==> src/rtl/mem_issue_sched.sv <==
// Load/store issue scheduler: four load and four store entries feeding one memory port,
// oldest-first selection with a same-address store-before-load hazard rule.
//
// state  | meaning
// S_IDLE | choose the oldest eligible access, latch the memory request
// S_REQ  | mem_req held with stable address/data until mem_ack
// S_DONE | completion broadcast for one cycle, entry released at its end
module mem_issue_sched #(
  parameter int NLD = 4,
  parameter int NST = 4
) (
  input  logic        clock,
  input  logic        resetn,
  input  logic        alloc_valid,
  input  logic        alloc_store,
  input  logic [31:0] alloc_address,
  input  logic [31:0] alloc_data,
  input  logic [4:0]  alloc_dst,
  output logic        rs_lok,
  output logic        rs_sok,
  output logic        rs_free,
  output logic        mem_req,
  output logic        mem_we,
  output logic [31:0] mem_addr,
  output logic [31:0] mem_wdata,
  input  logic        mem_ack,
  input  logic [31:0] mem_rdata,
  output logic [63:0] out_databus,
  output logic        write_databus,
  output logic [4:0]  out_dst,
  output logic [31:0] out_dst_data,
  output logic        write_dst
);

  typedef enum logic [1:0] {S_IDLE, S_REQ, S_DONE} state_t;

  state_t      state_q, state_d;
  logic [3:0]  seq_q, seq_d;

  logic [NLD-1:0] ld_busy_q, ld_busy_d;
  logic [31:0]    ld_addr_q [NLD];
  logic [31:0]    ld_addr_d [NLD];
  logic [4:0]     ld_dst_q  [NLD];
  logic [4:0]     ld_dst_d  [NLD];
  logic [3:0]     ld_seq_q  [NLD];
  logic [3:0]     ld_seq_d  [NLD];

  logic [NST-1:0] st_busy_q, st_busy_d;
  logic [31:0]    st_addr_q [NST];
  logic [31:0]    st_addr_d [NST];
  logic [31:0]    st_data_q [NST];
  logic [31:0]    st_data_d [NST];
  logic [3:0]     st_seq_q  [NST];
  logic [3:0]     st_seq_d  [NST];

  logic        cur_store_q, cur_store_d;
  logic [1:0]  cur_idx_q, cur_idx_d;

  logic        mem_req_q, mem_req_d;
  logic        mem_we_q, mem_we_d;
  logic [31:0] mem_addr_q, mem_addr_d;
  logic [31:0] mem_wdata_q, mem_wdata_d;
  logic        write_databus_q, write_databus_d;
  logic [63:0] out_databus_q, out_databus_d;
  logic        write_dst_q, write_dst_d;
  logic [4:0]  out_dst_q, out_dst_d;
  logic [31:0] out_dst_data_q, out_dst_data_d;
  logic        rs_lok_q, rs_lok_d;
  logic        rs_sok_q, rs_sok_d;
  logic        rs_free_q, rs_free_d;

  // Modular age: at most 8 entries live, so a forward distance of 1..7 means "a is older".
  function automatic logic older(input logic [3:0] a, input logic [3:0] b);
    logic [3:0] diff;
    diff = b - a;
    return (diff != 4'd0) && !diff[3];
  endfunction

  logic [NLD-1:0] ld_elig;
  logic           ld_ok, st_ok, ld_free_ok, st_free_ok, first, pick_store;
  logic [1:0]     ld_pick, st_pick, ld_free_idx, st_free_idx;

  always_comb begin
    st_ok   = 1'b0;
    st_pick = 2'd0;
    for (int i = 0; i < NST; i++) begin
      first = st_busy_q[i];
      for (int j = 0; j < NST; j++)
        if (j != i && st_busy_q[j] && !older(st_seq_q[i], st_seq_q[j])) first = 1'b0;
      if (first) begin
        st_ok   = 1'b1;
        st_pick = 2'(i);
      end
    end

    for (int i = 0; i < NLD; i++) begin
      ld_elig[i] = ld_busy_q[i];
      for (int j = 0; j < NST; j++)
        if (st_busy_q[j] && st_addr_q[j] == ld_addr_q[i] && older(st_seq_q[j], ld_seq_q[i]))
          ld_elig[i] = 1'b0;
    end

    ld_ok   = 1'b0;
    ld_pick = 2'd0;
    for (int i = 0; i < NLD; i++) begin
      first = ld_elig[i];
      for (int j = 0; j < NLD; j++)
        if (j != i && ld_elig[j] && !older(ld_seq_q[i], ld_seq_q[j])) first = 1'b0;
      if (first) begin
        ld_ok   = 1'b1;
        ld_pick = 2'(i);
      end
    end

    ld_free_ok  = 1'b0;
    ld_free_idx = 2'd0;
    for (int i = NLD - 1; i >= 0; i--)
      if (!ld_busy_q[i]) begin
        ld_free_ok  = 1'b1;
        ld_free_idx = 2'(i);
      end
    st_free_ok  = 1'b0;
    st_free_idx = 2'd0;
    for (int i = NST - 1; i >= 0; i--)
      if (!st_busy_q[i]) begin
        st_free_ok  = 1'b1;
        st_free_idx = 2'(i);
      end

    pick_store = st_ok && (!ld_ok || older(st_seq_q[st_pick], ld_seq_q[ld_pick]));
  end

  always_comb begin
    state_d         = state_q;
    seq_d           = seq_q;
    ld_busy_d       = ld_busy_q;
    ld_addr_d       = ld_addr_q;
    ld_dst_d        = ld_dst_q;
    ld_seq_d        = ld_seq_q;
    st_busy_d       = st_busy_q;
    st_addr_d       = st_addr_q;
    st_data_d       = st_data_q;
    st_seq_d        = st_seq_q;
    cur_store_d     = cur_store_q;
    cur_idx_d       = cur_idx_q;
    mem_req_d       = mem_req_q;
    mem_we_d        = mem_we_q;
    mem_addr_d      = mem_addr_q;
    mem_wdata_d     = mem_wdata_q;
    write_databus_d = write_databus_q;
    out_databus_d   = out_databus_q;
    write_dst_d     = write_dst_q;
    out_dst_d       = out_dst_q;
    out_dst_data_d  = out_dst_data_q;

    // Free slots come from the pre-edge busy bits, so the entry finishing DONE is not reusable yet.
    if (alloc_valid) begin
      if (alloc_store && st_free_ok) begin
        st_busy_d[st_free_idx] = 1'b1;
        st_addr_d[st_free_idx] = alloc_address;
        st_data_d[st_free_idx] = alloc_data;
        st_seq_d[st_free_idx]  = seq_q;
        seq_d                  = seq_q + 4'd1;
      end else if (!alloc_store && ld_free_ok) begin
        ld_busy_d[ld_free_idx] = 1'b1;
        ld_addr_d[ld_free_idx] = alloc_address;
        ld_dst_d[ld_free_idx]  = alloc_dst;
        ld_seq_d[ld_free_idx]  = seq_q;
        seq_d                  = seq_q + 4'd1;
      end
    end

    case (state_q)
      S_IDLE: begin
        if (st_ok || ld_ok) begin
          cur_store_d = pick_store;
          cur_idx_d   = pick_store ? st_pick : ld_pick;
          mem_req_d   = 1'b1;
          mem_we_d    = pick_store;
          mem_addr_d  = pick_store ? st_addr_q[st_pick] : ld_addr_q[ld_pick];
          mem_wdata_d = pick_store ? st_data_q[st_pick] : 32'h0;
          state_d     = S_REQ;
        end
      end
      S_REQ: begin
        if (mem_ack) begin
          mem_req_d       = 1'b0;
          write_databus_d = 1'b1;
          out_databus_d   = {(cur_store_q ? 16'h0002 : 16'h0001), 16'h0000, mem_addr_q};
          if (!cur_store_q) begin
            write_dst_d    = 1'b1;
            out_dst_d      = ld_dst_q[cur_idx_q];
            out_dst_data_d = mem_rdata;
          end
          state_d = S_DONE;
        end
      end
      default: begin
        write_databus_d = 1'b0;
        write_dst_d     = 1'b0;
        if (cur_store_q) st_busy_d[cur_idx_q] = 1'b0;
        else             ld_busy_d[cur_idx_q] = 1'b0;
        state_d = S_IDLE;
      end
    endcase

    rs_lok_d  = ~&ld_busy_d;
    rs_sok_d  = ~&st_busy_d;
    rs_free_d = ~|ld_busy_d && ~|st_busy_d && (state_d == S_IDLE);
  end

  always_ff @(posedge clock) begin
    if (!resetn) begin
      state_q         <= S_IDLE;
      seq_q           <= 4'd0;
      ld_busy_q       <= '0;
      ld_addr_q       <= '{default: '0};
      ld_dst_q        <= '{default: '0};
      ld_seq_q        <= '{default: '0};
      st_busy_q       <= '0;
      st_addr_q       <= '{default: '0};
      st_data_q       <= '{default: '0};
      st_seq_q        <= '{default: '0};
      cur_store_q     <= 1'b0;
      cur_idx_q       <= 2'd0;
      mem_req_q       <= 1'b0;
      mem_we_q        <= 1'b0;
      mem_addr_q      <= 32'h0;
      mem_wdata_q     <= 32'h0;
      write_databus_q <= 1'b0;
      out_databus_q   <= 64'h0;
      write_dst_q     <= 1'b0;
      out_dst_q       <= 5'd0;
      out_dst_data_q  <= 32'h0;
      rs_lok_q        <= 1'b1;
      rs_sok_q        <= 1'b1;
      rs_free_q       <= 1'b1;
    end else begin
      state_q         <= state_d;
      seq_q           <= seq_d;
      ld_busy_q       <= ld_busy_d;
      ld_addr_q       <= ld_addr_d;
      ld_dst_q        <= ld_dst_d;
      ld_seq_q        <= ld_seq_d;
      st_busy_q       <= st_busy_d;
      st_addr_q       <= st_addr_d;
      st_data_q       <= st_data_d;
      st_seq_q        <= st_seq_d;
      cur_store_q     <= cur_store_d;
      cur_idx_q       <= cur_idx_d;
      mem_req_q       <= mem_req_d;
      mem_we_q        <= mem_we_d;
      mem_addr_q      <= mem_addr_d;
      mem_wdata_q     <= mem_wdata_d;
      write_databus_q <= write_databus_d;
      out_databus_q   <= out_databus_d;
      write_dst_q     <= write_dst_d;
      out_dst_q       <= out_dst_d;
      out_dst_data_q  <= out_dst_data_d;
      rs_lok_q        <= rs_lok_d;
      rs_sok_q        <= rs_sok_d;
      rs_free_q       <= rs_free_d;
    end
  end

  assign rs_lok        = rs_lok_q;
  assign rs_sok        = rs_sok_q;
  assign rs_free       = rs_free_q;
  assign mem_req       = mem_req_q;
  assign mem_we        = mem_we_q;
  assign mem_addr      = mem_addr_q;
  assign mem_wdata     = mem_wdata_q;
  assign write_databus = write_databus_q;
  assign out_databus   = out_databus_q;
  assign write_dst     = write_dst_q;
  assign out_dst       = out_dst_q;
  assign out_dst_data  = out_dst_data_q;

endmodule

==> config.mk <==
export PLATFORM = sky130hd
export DESIGN_NAME = mem_issue_sched
export DESIGN_NICKNAME = d
export VERILOG_FILES = /design/src/rtl/mem_issue_sched.sv
export SDC_FILE = /design/constraint.sdc
export NUM_CORES = 2
export LEC_CHECK = 0
export CAP_MARGIN = 10
export CORE_ASPECT_RATIO = 0.75
export CORE_UTILIZATION = 55
export DETAILED_ROUTE_END_ITERATION = 16
export PLACE_DENSITY = 0.76
export SYNTH_ARGS = -nofsm -noshare
export SYNTH_HDL_FRONTEND = slang
export SYNTH_SLANG_ARGS = --single-unit
==> constraint.sdc <==
create_clock -name clock -period 10.1 [get_ports clock]
set_input_delay 2.02 -clock clock [delete_from_list [all_inputs] [get_ports clock]]
set_output_delay 2.02 -clock clock [all_outputs]
set_load 0.02 [all_outputs]
== Word level (Yosys, flattened, before mapping) ==
Cells that the tools add are included.

* Output and inout bits: 172
* Bits of input ports: 106
* Register bits after elaboration: 608

* Bitwise gates (word level): 13
* $lt $le $gt $ge: 13
* $add $sub $neg: 42
* Reductions and logical operators: 239
* Equal/unequal tests: 20
* Muxes and demuxes: 136

{| class="wikitable"
|+ Operators by type and width
! cell !! count
|-
| $eq A32 B32 Y1 || 16
|-
| $bwmux W128 || 3
|-
| $mux W32 || 10
|-
| $bmux W32 S2 || 3
|-
| $reduce_bool A4 Y1 || 41
|-
| $sub A4 B4 Y4 || 41
|-
| $demux W32 S2 || 2
|-
| $logic_and A1 B1 Y1 || 107
|-
| $logic_not A1 Y1 || 71
|-
| $mux W4 || 17
|-
| $mux W1 || 66
|-
| $bwmux W16 || 2
|-
| $mux W2 || 16
|-
| $bwmux W20 || 1
|-
| $bmux W4 S2 || 2
|-
| $demux W4 S2 || 2
|-
| $ge A3 B3 Y1 const B || 5
|-
| $mux W5 || 3
|-
| $not A2 Y3 || 5
|-
| $reduce_and A3 Y1 || 4
|-
| $bmux W5 S2 || 1
|-
| $demux W5 S2 || 1
|-
| $reduce_and A2 Y1 || 5
|-
| $lt A2 B3 Y1 const B || 3
|-
| 18 further kinds || 36
|}

== Depth between registers and ports, before layout ==
* Depth after elaboration: 25
* Gate-level depth with buffers: 31

== Worst setup path before layout ==
Ideal clock, no wire load.

* Path type: reg2reg
* Start: reg ld_seq_q[9] (netlist bit)
* End: reg mem_addr_q[10] (netlist: mem_addr[10])
* Stages on the path, launching flop included: 28
* Setup time: 0.079 ns
* Slack: 3.979 ns
* Path buffers: 4
* Data required time: 10.021 ns
* Data arrival time: 6.042 ns
* Cell sequence: dfxtp_1 inv_1 fa_1 xor2_1 nand3_1 nand3_1 or4_1 o311ai_1 or2_2 o211ai_2 clkbuf_1 buf_1 nor2_1 a21o_1 ha_1 a21o_1 a21oi_1 nor2_1 o2111ai_1 o41ai_1 a211oi_1 nand4bb_1 o211a_2 a21oi_2 or3b_1 buf_2 buf_6 o221ai_2

* Cells in the longest elaborated chain, start to end: 24
* Elaborated cells between the ends (all ways): 94
* Classes of those cells: add/sub: 11; mux: 28; bitwise: 1; reduce/logical: 54

{| class="wikitable"
|+ RTL lines
! what !! RTL line !! source
|-
| start, declared || 45 || <nowiki>logic [3:0] ld_seq_q [NLD];</nowiki>
|-
| start signal, assigned || 244 || <nowiki>ld_seq_q <= ld_seq_d;</nowiki>
|-
| $sub A4 B4 Y4 || 75 || <nowiki>diff = b - a;</nowiki>
|-
| $reduce_bool A4 Y1 or $logic_not A1 Y1 (tied branches) || 76 || <nowiki>return (diff != 4'd0) && !diff[3];</nowiki>
|-
| $logic_and A1 B1 Y1 || 76 ||
|-
| $logic_and A1 B1 Y1 || 99 || <nowiki>if (st_busy_q[j] && st_addr_q[j] == ld_addr_q[i] && older(st_seq_q[j], ld_seq_q[i]))</nowiki>
|-
| $mux W1 (4 in series) || 99 ||
|-
| $mux W1 (3 in series) || 108 || <nowiki>if (j != i && ld_elig[j] && !older(ld_seq_q[i], ld_seq_q[j])) first = 1'b0;</nowiki>
|-
| $mux W1 || 109 || <nowiki>if (first) begin</nowiki>
|-
| $mux W2 (2 in series) || 109 ||
|-
| $not A2 Y3 (not written as such) || 130, 180 ||
|-
| $bmux W4 S2 || 130 || <nowiki>pick_store = st_ok && (!ld_ok || older(st_seq_q[st_pick], ld_seq_q[ld_pick]));</nowiki>
|-
| $mux W4 (not written as such) (2 in series) || 130 ||
|-
| $sub A4 B4 Y4 || 75 ||
|-
| $reduce_bool A4 Y1 or $logic_not A1 Y1 (tied branches) || 76 ||
|-
| $logic_and A1 B1 Y1 || 76 ||
|-
| $logic_or A1 B1 Y1 || 130 ||
|-
| $logic_and A1 B1 Y1 || 130 ||
|-
| $mux W32 || 180 || <nowiki>mem_addr_d = pick_store ? st_addr_q[st_pick] : ld_addr_q[ld_pick];</nowiki>
|-
| end signal, assigned || 253 || <nowiki>mem_addr_q <= mem_addr_d;</nowiki>
|-
| end, declared || 61 || <nowiki>logic [31:0] mem_addr_q, mem_addr_d;</nowiki>
|}

Parallel ways exist; a longest one is shown, timed or not. The select of a mux whose other input is x is not followed.
A chain may end at the register's enable or synchronous reset.

== Worst setup path in the final report ==
* Start: reg st_seq_q[5] (netlist bit)
* End: reg mem_addr_q[3] (netlist: mem_addr[3])

* Cells in the longest elaborated chain, start to end: 23
* Elaborated cells between the ends (all ways): 134
* Classes of those cells: add/sub: 11; mux: 55; bitwise: 2; reduce/logical: 66

{| class="wikitable"
|+ RTL lines
! what !! RTL line !! source
|-
| start, declared || 53 || <nowiki>logic [3:0] st_seq_q [NST];</nowiki>
|-
| start signal, assigned || 248 || <nowiki>st_seq_q <= st_seq_d;</nowiki>
|-
| $sub A4 B4 Y4 || 75 ||
|-
| $reduce_bool A4 Y1 or $logic_not A1 Y1 (tied branches) || 76 ||
|-
| $logic_and A1 B1 Y1 || 76 ||
|-
| $logic_and A1 B1 Y1 || 99 ||
|-
| $mux W1 (2 in series) || 99 ||
|-
| $logic_and A1 B1 Y1 || 108 ||
|-
| $mux W1 (3 in series) || 108 ||
|-
| $mux W1 || 109 ||
|-
| (+3 left out) || -- ||
|-
| $bmux W4 S2 || 130 ||
|-
| $mux W4 (not written as such) (2 in series) || 130 ||
|-
| $sub A4 B4 Y4 || 75 ||
|-
| $reduce_bool A4 Y1 or $logic_not A1 Y1 (tied branches) || 76 ||
|-
| $logic_and A1 B1 Y1 || 76 ||
|-
| $logic_or A1 B1 Y1 || 130 ||
|-
| $logic_and A1 B1 Y1 || 130 ||
|-
| $mux W32 || 180 ||
|}

Parallel ways exist; a longest one is shown, timed or not. The select of a mux whose other input is x is not followed.

==> summary.md <==
| Metric | Value |
|---|---|
| Post-route antenna net violation count | 0 |
| Share of post-route cells with drive strength above 1 | 0.0522 |
| Setup repair after global routing missed its margin | no |
| DRC Markers | 0 |
| CP Buf/Inv Count | 2 |
| R2R Path End | mem_addr[3] |
| Gr usage total | 0.503 |
| Initial core utilization | 0.560 |
| Hold Crit Class | reg -> reg |
| CP Launch Type | flop |
| Antenna violations before repair | 12 |
| Slowest-stage cell, CP | or3_2 |
| Pwr Density | 140 mW/mm^2 |
| Cells after Synth | 4727 |
| CTS Hold Buffers Added | 0 |
| CP Capture Point | mem_addr[3] |
| Pre-Repair DR Iteration Count | 9 |
| Max_cap viols | 0 |
| R2R setup slack | ~1600 ps |
| Setup-failing EPs final | 0 |
| Worst Hold Launch | out_dst_data[21] |
| Final Critical Period | 8540 ps |
| Full die area | 0.0664 mm^2 |
| Worst slew pin tran | 1270 ps |
| Leak | 15.1 nW |
| Status | finished, final reports clean |
| Clock sinks | 594 |
| Die Height | 223 um |
| Gpl congestion | 1.15 |
| EDFF count, synth | 0 |
| Num CTS Buffers | 58 |
| TritonCTS clock tree | done |
| Crit end category | flop |
| # H-tree levels | 2 |
| Largest net degree at the start of global routing | 182 |
| Seq cells post-synth | 594 |
| Final count of hold timing violations | 0 |
| First-pass GRT wire length | 240000 um |
| Clk root buf | clkbuf_16 |
| Hpwl dp | 124000 um |
| Clk_skew | approximately 50 ps |
| CP delay by family, top | simple AND/OR/NAND/NOR gates |
| Clock-pin slew on the worst setup and hold paths | 60 ps |
| Worst reg2reg startpoint | st_seq_q[5] |
| Number of gates resized after CTS | 0 |
| PortBufs | 247 |
| Synthesis Warnings | 0 |
| Setup bufs post-CTS | 0 |
| Routed WL per cell | 31.8 um |
| Vias post-DR | 35900 |
| Detailed-route vias per instance | 6.60 |
| Gr ovfl total | 0 |
| Synth Flop Type | dfxtp_1 |
| Mapped cell area | 0.0360 mm^2 |
| Clk buf depth | 3 |
| Die width | approximately 300 um |
| Setup WS pre-CTS | 1940 ps |
| CORE AREA | approximately 0.064 mm^2 |
| Final setup margin | 1560 ps |
| Post-synthesis sequential area ratio | 0.331 |
| Final #Nets | 4793 |
| CP arrival | 9060 ps |
| Later-pin clock latency in the skew report | 700 ps |
| Ports | 278 |
| FF-to-FF path depth | 25 |
| Vias in the first global route | 32400 |
| WL final | roughly 170000 um |
| Count of final max-slew check failures | 0 |
| Placement Rows | 80 |
| Fmax | 0.117 GHz |
| Worst Path Required | 10620 ps |
| Worst path max stage delay | 870 ps |
| Levels on crit path | 25 |
| Crit share post-route | 0.846 |
| Max-slew headroom | 0.147 |
| Kind of critical path | reg -> reg |
| DRT iter0 DRCs | 6105 |
| Ys async rst share | 0 |
| Crit path launch | st_seq_q[5] |
| Crit-path max FO | 36 |
| Maximum VDD drop | 0.158 mV |
| TNS Setup | 0 ps |
| Netlist cell types | 78 |
| Area Overhead vs Synth | 10.4% |
| Mapped Avg Cell Area | 7.61 um^2 |
## worst min-delay path by stage
stage                             to  cells after the start
CTS                 out_dst_data[30]                      2
global route           st_data_q[59]                      2
detailed placement    st_data_q[112]                      2
finish              out_dst_data[21]                      2
global placement         ld_dst_q[0]                      2
floorplan                ld_dst_q[5]                      2
## power breakdown
part           switching [mW]  internal [mW]  total, mW
logic                   0.484          0.230      0.713
clock network            1.06           1.29       2.35
registers              0.0997           2.39       2.49
total                    1.64           3.91       5.55
## logic make-up after synthesis
kind of cell    count (synthesis)  synth area share
simple gates                 1685             0.202
compound gates                921             0.158
buf+inv                       708            0.0842
xor+xnor                      594             0.145
flops                         594             0.331
fa+ha+maj                     153            0.0593
mux                            71            0.0215
other cells                     1          0.000104
## cell usage after synthesis (all sizes together) (5+ instances only)
cell type / n / area [um^2]
nand3b: 15 / 113
nor2: 132 / 495
mux4: 5 / 113
nand4: 78 / 488
fa: 29 / 581
a31oi: 10 / 62.6
o2111ai: 41 / 359
nor4: 71 / 450
a21oi: 658 / 3300
o221ai: 68 / 783
inv: 115 / 432
nand2: 1169 / 4390
o22ai: 8 / 50.1
a21o: 19 / 143
or4: 6 / 52.6
nor2b: 22 / 138
a311oi: 35 / 307
mux2i: 66 / 661
ha: 124 / 1550
clkbuf: 423 / 1590
o21ai: 19 / 95.1
buf: 169 / 1000
nor3b: 7 / 52.6
dfxtp: 594 / 11900
nor3: 21 / 105
a221oi: 6 / 52.6
and3: 12 / 75.1
or3: 5 / 31.3
o311ai: 5 / 51.3
xnor2: 274 / 2400
xor2: 320 / 2800
nand3: 63 / 315
o211ai: 17 / 143
nand2b: 58 / 363
and2: 11 / 68.8
## metal layers
metal,global-route usage,share of wire,vias to the layer above,routed length [um]
li1,-,-,15200,-
met1,0.705,0.40,17200,69700
met2,0.666,0.38,3040,65700
met3,0.228,0.17,498,30100
met4,0.174,0.041,18,7180
met5,0.0209,0.0017,-,297
## placed cells by master, fill, tap and decap left out, types with 14 or more instances in the layout
cell                n
o221ai_1           38
dfxtp_1           594
conb_1             30
fa_1               29
nor4_1             68
xor2_1            320
nand2_1          1168
nand2b_1           56
a21oi_1           657
a21o_1             19
nand4_1            78
o211ai_1           14
buf_4              62
nand3_1            57
nor2b_1            21
nor3_1             19
clkbuf_1           14
a311oi_1           35
o2111ai_1          41
nand3b_1           15
clkbuf_16          58
clkdlybuf4s50_1   247
nor2_1            125
o221ai_2           30
ha_1              124
mux2i_1            66
xnor2_1           274
o21ai_0            19
inv_1             115
## sequential cells by signal, indices dropped and copies added, names as in the netlist, 2 cells and up
name,cells
state_q,2
out_databus,34
ld_addr_q,128
st_addr_q,128
ld_busy_q,4
st_data_q,128
mem_wdata,32
seq_q,4
st_busy_q,4
out_dst_data,32
mem_addr,32
st_seq_q,16
ld_dst_q,20
ld_seq_q,16
out_dst,5
cur_idx_q,2
## worst register-to-register path, stage by stage (launching register included)
cell and delay (ps):
dfxtp_1 600, inv_1 480, fa_1 550, xor2_1 160, nor3b_1 150, nor4_1 640
nand4_1 250, nand4b_1 360, o22ai_1 180, or3_2 870, nor2_1 240, a21oi_1 60
a21o_1 240, ha_1 300, a21o_1 190, a21oi_1 300, nor2_1 80, o2111ai_1 220
o41ai_1 100, a211oi_1 440, nor3b_1 300, a41oi_2 90, a21oi_2 230, or3b_2 740
buf_4 470, o221ai_2 160
## layout make-up
class	count	area, um^2
Antenna cell	3	7.51
Clock buffer	80	1610
Clock inverter	28	393
Fill cell	5477	24500
Inverter	116	443
Multi-Input combinational cell	3454	21300
Sequential cell	594	11900
Tap cell	861	1080
Timing Repair Buffer	310	2960
## stage by stage
| step | hold WS [ps] | instances | power [mW] | util | cell area, um^2 |
|---|---|---|---|---|---|
| after CTS | 455 | 5443 | 5.48 | 0.618 | 39700 |
| after global placement | 439 | 5335 | 3.20 | 0.587 | 37700 |
| after global routing | 470 | 5444 | 5.65 | 0.619 | 39700 |
| after detailed placement | 447 | 5335 | 3.20 | 0.587 | 37700 |
| final | 454 | 5446 | 5.55 | 0.619 | 39700 |
| after floorplan | 433 | 4756 | 2.89 | - | 36100 |
Power figures use the tool's default switching activity.
